==> config.mk <==
export PLATFORM = sky130hd
export DESIGN_NAME = gauss3x3_filter
export DESIGN_NICKNAME = d
export VERILOG_FILES = /design/src/rtl/gauss3x3_filter.sv
export SDC_FILE = /design/constraint.sdc
export NUM_CORES = 1
export LEC_CHECK = 0
export CORE_MARGIN = 5
export CORE_UTILIZATION = 45
export CTS_CLUSTER_DIAMETER = 120
export DETAILED_ROUTE_END_ITERATION = 12
export HOLD_SLACK_MARGIN = 0.06
export REMOVE_ABC_BUFFERS = 1
export SLEW_MARGIN = 20
export SYNTH_ARGS = -nofsm -noshare
export SYNTH_HDL_FRONTEND = slang
export SYNTH_SLANG_ARGS = --single-unit
==> constraint.sdc <==
create_clock -name clk -period 3.9 [get_ports clk]
set_clock_uncertainty 0.1 [all_clocks]
set_input_delay 0.585 -clock clk [delete_from_list [all_inputs] [get_ports clk]]
set_output_delay 0.585 -clock clk [all_outputs]
set_load 0.02 [all_outputs]
==> src/rtl/gauss3x3_filter.sv <==
// rtl/gauss3x3_filter.sv - 3x3 Gaussian (1-2-1) smoothing with edge replication, fixed 4-cycle latency
module gauss3x3_filter #(
    parameter int DW = 8,
    parameter int AW = 10
) (
    input  logic            clk,
    input  logic            rst_b,
    input  logic            vvalid,
    input  logic            hvalid,
    input  logic [3*DW-1:0] din,
    input  logic            first_row,
    input  logic            last_row,
    output logic            fsync,
    output logic            hsync,
    output logic [DW-1:0]   dout
);
    logic [3*DW-1:0]     c0_q, c0_d, c1_q, c1_d, c2_q, c2_d;
    logic [AW-1:0]       col_q, col_d;
    logic                lft_q, lft_d;
    logic [3:0]          hsr_q, vsr_q;
    logic                tag0_q, tag1_q, tag2_q;
    logic [2:0][DW+1:0]  h_q, h_d;
    logic [DW-1:0]       dout_q, dout_d;
    logic [3*DW-1:0]     fix_w, left_w;
    logic [DW+3:0]       v_w;
    logic                flush_w;

    // Rows outside the frame are replaced by the centre row before entering the window.
    assign fix_w   = {first_row ? din[DW+:DW] : din[2*DW+:DW],
                      din[DW+:DW],
                      last_row  ? din[DW+:DW] : din[0+:DW]};
    assign flush_w = !hvalid && hsr_q[0];
    assign left_w  = lft_q ? c1_q : c0_q;

    always_comb begin
        c0_d  = c0_q;
        c1_d  = c1_q;
        c2_d  = c2_q;
        col_d = col_q;
        if (hvalid) begin
            c0_d  = c1_q;
            c1_d  = c2_q;
            c2_d  = fix_w;
            col_d = hsr_q[0] ? col_q + AW'(1) : '0;
        end else if (flush_w) begin
            c0_d = c1_q;
            c1_d = c2_q;
        end
        // Centre lands on column 0 either on pixel 1 or on the flush of a one-pixel line.
        lft_d = hsr_q[0] && (col_q == '0);
    end

    always_comb begin
        h_d = '0;
        for (int r = 0; r < 3; r++) begin
            h_d[r] = {2'b00, left_w[r*DW+:DW]} + {1'b0, c1_q[r*DW+:DW], 1'b0}
                   + {2'b00, c2_q[r*DW+:DW]};
        end
    end

    assign v_w    = {2'b00, h_q[2]} + {1'b0, h_q[1], 1'b0} + {2'b00, h_q[0]} + (DW+4)'(8);
    assign dout_d = DW'(v_w >> 4);

    always_ff @(posedge clk) begin
        if (rst_b) begin
            c0_q   <= '0;
            c1_q   <= '0;
            c2_q   <= '0;
            col_q  <= '0;
            lft_q  <= 1'b0;
            hsr_q  <= '0;
            vsr_q  <= '0;
            tag0_q <= 1'b0;
            tag1_q <= 1'b0;
            tag2_q <= 1'b0;
            h_q    <= '0;
            dout_q <= '0;
        end else begin
            c0_q   <= c0_d;
            c1_q   <= c1_d;
            c2_q   <= c2_d;
            col_q  <= col_d;
            lft_q  <= lft_d;
            hsr_q  <= {hsr_q[2:0], hvalid};
            vsr_q  <= {vsr_q[2:0], vvalid};
            tag0_q <= hsr_q[0];
            tag1_q <= tag0_q;
            tag2_q <= tag1_q;
            h_q    <= h_d;
            dout_q <= dout_d;
        end
    end

    assign hsync = hsr_q[3];
    assign fsync = vsr_q[3];
    assign dout  = tag2_q ? dout_q : '0;
endmodule

==> summary.md <==
| Metric | Value |
|---|---|
| Critical path type | reg -> reg |
| FF+latch count, synth | 129 |
| # hold bufs at CTS | 0 |
| Post-synthesis compound-gate area fraction | 13.13% |
| Post-synthesis mux area share | 7.856% |
| Max capacitance violation total | 0 |
| Worst-margin pin slew | 0.9153 ns |
| Int Pwr | 2.702 mW |
| Worst hold endpoint | vsr_q[3] |
| Reg2Reg Launch Point | lft_q |
| Combinational family with the most area after synthesis | adder cells |
| GRT Util Overall | 16.21% |
| Adder-cell share of the synthesized area | 18.61% |
| GR Overflow Total | 0 |
| Clk buf depth | 2 |
| I/O pin cnt | 40 |
| Synthesized cell area | 6641 um^2 |
| Largest net degree at the start of global routing | 83 |
| Routed wire length per instance | 14.28 um |
| Post-synthesis area per instance | 9.341 um^2 |
| Synthesis-to-layout area growth | 17.24% |
| Top delay family on crit path | adder cells |
| Commonest cells in the netlist | dfxtp_1 (129), nand2_1 (103), a21oi_1 (60), nor2_1 (58), ha_1 (46) |
| Crit path max fanout | 24 |
| Hold Path Depth | 1 |
| Setup violations, final | 0 |
| HPWL after DPL | 9745 um |
| N_diodes | 0 |
| Mapped Cells | 711 |
| Buf/Inv on CP | 2 |
| Drt total wl | 13,400 um |
| Worst setup EP type | flop |
| Pwr Density | 462.7 nW/um^2 |
| Post-synth top area cell | dfxtp_1 |
| Sum Neg Setup Slack | 0 ns |
| DIE AREA | 17,290 um^2 |
| Vias per inst | 5.139 |
| First-pass GRT wire length | 23,140 um |
| Worst min-delay path class | reg -> reg |
| CTS clk-pin slew, worst paths | 0.06 ns |
| Die Wd | 131.5 um |
| Post_cts resized | 0 |
| Post CTS Setup Buffer Count | 0 |
| Worst r2r path cells | 11 |
| Layout cells sized above 1 | 9.151% |
| CTS Buf Count | 17 |
| Worst IR drop on VDD | 336.7 uV |
| Die span in y | 131.5 um |
| Number of flops mapped to enable cells by yosys | 0 |
| Placed insts | 906 |
| CP Launch Type | flop |
| Final min period | 3.204 ns |
| Switching Fraction | 25.01% |
| Switch Pwr | 0.9009 mW |
| Number of global-route vias before repair | 4,864 |
| CTS Root Cell | clkbuf_16 |
| Sequential share of power | 40.4% |
| R2r setup slk | 0.70 ns |
| Max-slew violations | 0 |
| Ys flop type | dfxtp_1 |
| Crit-path max cell delay | 0.48 ns |
| Slowest cell on the critical path | fa_1 |
| CP Cell Sequence | buf_4 > mux2_2 > fa_1 > ha_1 > inv_1 > fa_1 > nor2b_1 > o31a_1 > o31a_1 > o21ai_0 > a21oi_1 |
| 1st-pass router iterations | 7 |
| Comb power frac | 13.2% |
| Row cnt | 44 |
| Worst skew pair latency | 0.42 ns |
| DRT antenna net count | 0 |
| Worst slew margin | 38.98% |
| Sink Count | 129 |
| Worst Hold Launch | vsr_q[2] |
| RSZ-0062 raised after global routing | false |
| Initial antenna violation count | 0 |
| Final hold vios | 0 |
| Final nets | 850 |
| Core area | 14,480 um^2 |
| Post-Synth Simple-Gate Area | 14.79% |
| Most frequent cell after synthesis | dfxtp_1 |
| Worst EP required | 4.13 ns |
| Worst Path Arrival | 3.44 ns |
| Post-synthesis sequential area ratio | 38.88% |
| Fmax | 312.1 MHz |
| DR iter-0 viols | 203 |
| Tcrit/Tclk final | 82.16% |
| P_leak | 3.287 nW |
| Distinct cell type count after synthesis | 38 |
| CTS tree | built |
| Largest cells by area after synthesis | dfxtp_1 (39%), fa_1 (9.9%), ha_1 (8.7%), nand2_1 (5.8%), a21oi_1 (4.5%) |
| Xor and xnor area share after synthesis | 2.374% |
| Vias | 4,820 |
| Reg-to-Reg End | h_q[29] |
| Clock Power Share | 46.3% |
| DRC violations left | 0 |
| Top-area cell type share of the netlist area | 38.88% |
| Fin cells | 938 |
| Synth warn | 0 |
| H-tree depth | 4 |
| Starting utilization of the core area | 45.87% |
| Asr flop ratio synth | 0% |
| Run status | completed |
| GPL Wtd Cong | 0.8535 |
| Port Buffer Count | 39 |
==> power by group through the flow <==
stage	sequential, mW	combinational (mW)	clock, mW
detailed placement	1.49	0.475	0
global route	1.47	0.552	1.77
CTS	1.46	0.481	1.71
global placement	1.48	0.467	0
finish	1.46	0.476	1.67
floorplan	1.47	0.327	0
==> flip-flops by register name, indices dropped and copies added, names as in the netlist <==
register	count
c0_q	24
c1_q	24
c2_q	24
col_q	10
dout_q	8
h_q	30
hsr_q	4
lft_q	1
vsr_q	4
==> worst register-to-register path, delay by kind of cell (launching register included) <==
family	cells	cell delay, ns
simple gates	1	0.22
mux	1	0.40
compound gates	4	0.65
fa+ha+maj	3	1.04
flops	1	0.31
buf+inv	2	0.39
==> layout make-up <==
cell class                 instances  area [um^2]
clock inverter                    12        183.9
clock buffer                      20        446.7
tap                              184        230.2
multi-input combinational        509         3772
sequential                       129         2582
timing repair buffer              44        420.4
fill                            1297         6693
inverter                          40        150.1
==> metal layers <==
metal  up-vias  track usage [%]  wire (um)
met5         -                0          0
met4         0            5.200        256
met3        24            5.084        643
met2        93            25.17       5944
met1      2236            21.61       6551
li1       2467                -          -
==> kinds of logic (layout without fill, tap and decap cells) <==
family	count (synthesis)	after routing
adder cells (fa/ha/maj)	79	79
XOR/XNOR	18	18
AO/OA/AOI/OAI	140	140
AND/OR/NAND/NOR	223	223
multiplexers	49	49
flip-flops	129	129
buffers and inverters	73	116
==> worst max path at each step <==
stage               start       to  slack, ns  depth (start not counted)
floorplan           lft_q   h_q[9]       0.82                         10
global placement    lft_q   h_q[9]       0.90                         11
detailed placement  lft_q  h_q[29]       0.78                         11
CTS                 lft_q  h_q[29]       0.75                         11
global route        lft_q  h_q[29]       0.53                         11
finish              lft_q  h_q[29]       0.70                         11
==> layout by cell type (no fill, tap or decap), types with 28 or more instances in the layout <==
master           synthesis  layout
dfxtp_1                129     129
nand2_1                103     103
a21oi_1                 60      60
nor2_1                  58      57
ha_1                    46      46
inv_1                   40      40
clkdlybuf4s50_1          0      37
fa_1                    33      33
a211oi_1                28      28
==> metrics by stage <==
step	power [mW]	hold WS, ns	util (%)	cell area (um^2)	worst slack [ns]
finish	3.603	0.3349	53.78	7786	0.6957
global route	3.791	0.3705	53.78	7786	0.5325
CTS	3.652	0.3383	53.78	7786	0.7524
detailed placement	1.962	0.3258	49.42	7156	0.7834
global placement	1.951	0.3240	49.42	7156	0.9034
floorplan	1.795	0.3138	-	6502	0.8162
No activity file was read; power rests on OpenSTA's default activity.
==> variant: new RTL, same settings <==
Set the parameter `DW` to 12 (it was 8).
--- a/src/rtl/gauss3x3_filter.sv
+++ b/src/rtl/gauss3x3_filter.sv
@@ -1,6 +1,6 @@
 // rtl/gauss3x3_filter.sv - 3x3 Gaussian (1-2-1) smoothing with edge replication, fixed 4-cycle latency
 module gauss3x3_filter #(
-    parameter int DW = 8,
+    parameter int DW = 12,
     parameter int AW = 10
 ) (
     input  logic            clk,
Interface: changed (resized din and dout); port bits go from 40 to 56. No check against the original RTL was run, so the function may have changed too.
==> variant against the unedited design <==
Count of clock-buffer cells in the layout did not move. Non-clock buffer count increased by 19. Synthesized area increased by 47%. Cell count grew 49%. Wire length increased by 47%. Setup slack got worse by 380 ps. Sequential share of layout area fell by 0.71 points. Via count grew 46%. Die area increased by 43%. Sequential cell count is 52 higher. Total power is 28% higher. Cell area rose by 43%. Critical path type unchanged. Largest cell class unchanged.
==> variant: results <==
metrics = {
    "route": {
        "wl_met3_microns": 734,
        "dr.pass1.iters": 4,
        "wl_mm": 19.8,
        "avgViaCountPerCell": 5.05,
        "ant_nets": 0,
        "wl_met1_mm": 10.0,
        "dr_wl_met2_mm": 8.81,
        "drt_iter0_markers": 342,
    },
    "yosys": {
        "syn_inst": 1077,
        "seq_area_frac_synth_pct": 37.2,
        "synthAdderAreaFrac_pct": 18.5,
        "synth_area_leaders": "dfxtp_1 37%, fa_1 10%, ha_1 8.5%, nand2_1 6.3%, a21oi_1 5.2%",
        "synth_compound_area_share_pct": 13.0,
        "synth_common_cells": "181 x dfxtp_1, 164 x nand2_1, 102 x a21oi_1, 86 x nor2_1, 73 x inv_1",
        "yosys.area_share.xor_xnor_pct": 2.70,
        "synthMuxAreaShare_pct": 8.07,
    },
    "power_and_ir_drop": {
        "p_seq_share_pct": 44.4,
        "p_leak_nw": 4.82,
        "irDropWorstVdd_v": 0.000279,
        "p_sw_w": 0.00125,
        "sw_frac_of_total_pct": 27.1,
        "pwr.group.clock_w": 0.00180,
    },
    "clock_tree": {
        "cts_buffers": 17,
        "post_cts_buffers": 0,
        "clk_latency_ps": 430,
    },
    "grt": {
        "grtUsageMet3_pct": 2.97,
        "grt_max_degree": 124,
        "grt_usage_pct": 16.8,
        "grtUsageMet1_pct": 24.1,
        "grt_pass1_vias": 6809,
        "grt_pass1_wl_mm": 33.6,
        "gr-usage-met2_pct": 26.2,
    },
    "final_layout": {
        "final_cells": 1397,
        "drive_gt1_share_pct": 7.49,
        "n_antenna_cell": 0,
        "nets": 1266,
        "largest_reg_flops": 42,
        "fill_cells": 1971,
    },
    "timing": {
        "max-slew-margin-rel_pct": 30.7,
    },
    "placement": {
        "pre_cts_ws_ps": 335,
        "placed_area_sq_mm": 0.0105,
        "place.port_buffers": 55,
        "globalplace.congestion": 0.840,
        "dp.final_hpwl_mm": 14.3,
    },
    "worst_setup_path": {
        "crit_arrival_ps": 3750,
    },
    "run_status": {
        "outcome": "complete, no violations",
    },
}
==> variant: critical path: stages (launching register included) <==
cell and delay, ps:
dfxtp_1 440, buf_12 230, mux2_2 360, fa_1 440
ha_1 350, nor2b_1 170, o31ai_1 420, a21oi_1 220
o41ai_1 450, xor2_1 180, nor2_1 50
==> variant: final cells by class <==
| cell class | count | area [sq um] | share of cell area [%] |
|---|---|---|---|
| Clock buffer | 20 | 457 | 4.09 |
| Clock inverter | 12 | 166 | 1.49 |
| Inverter | 73 | 274 | 2.45 |
| Multi-Input combinational cell | 773 | 5670 | 50.8 |
| Sequential cell | 181 | 3620 | 32.5 |
| Tap cell | 275 | 344 | 3.08 |
| Timing Repair Buffer | 63 | 632 | 5.66 |
==> variant: worst paths after layout <==
kind | slack (ps) | from | cells past startpoint | to
setup reg to reg | 320 | lft_q | 10 | h_q[39]
setup / recovery | 320 | lft_q | 10 | h_q[39]
hold reg to reg | 330 | hsr_q[1] | 1 | hsr_q[2]
hold / removal | 330 | hsr_q[1] | 1 | hsr_q[2]
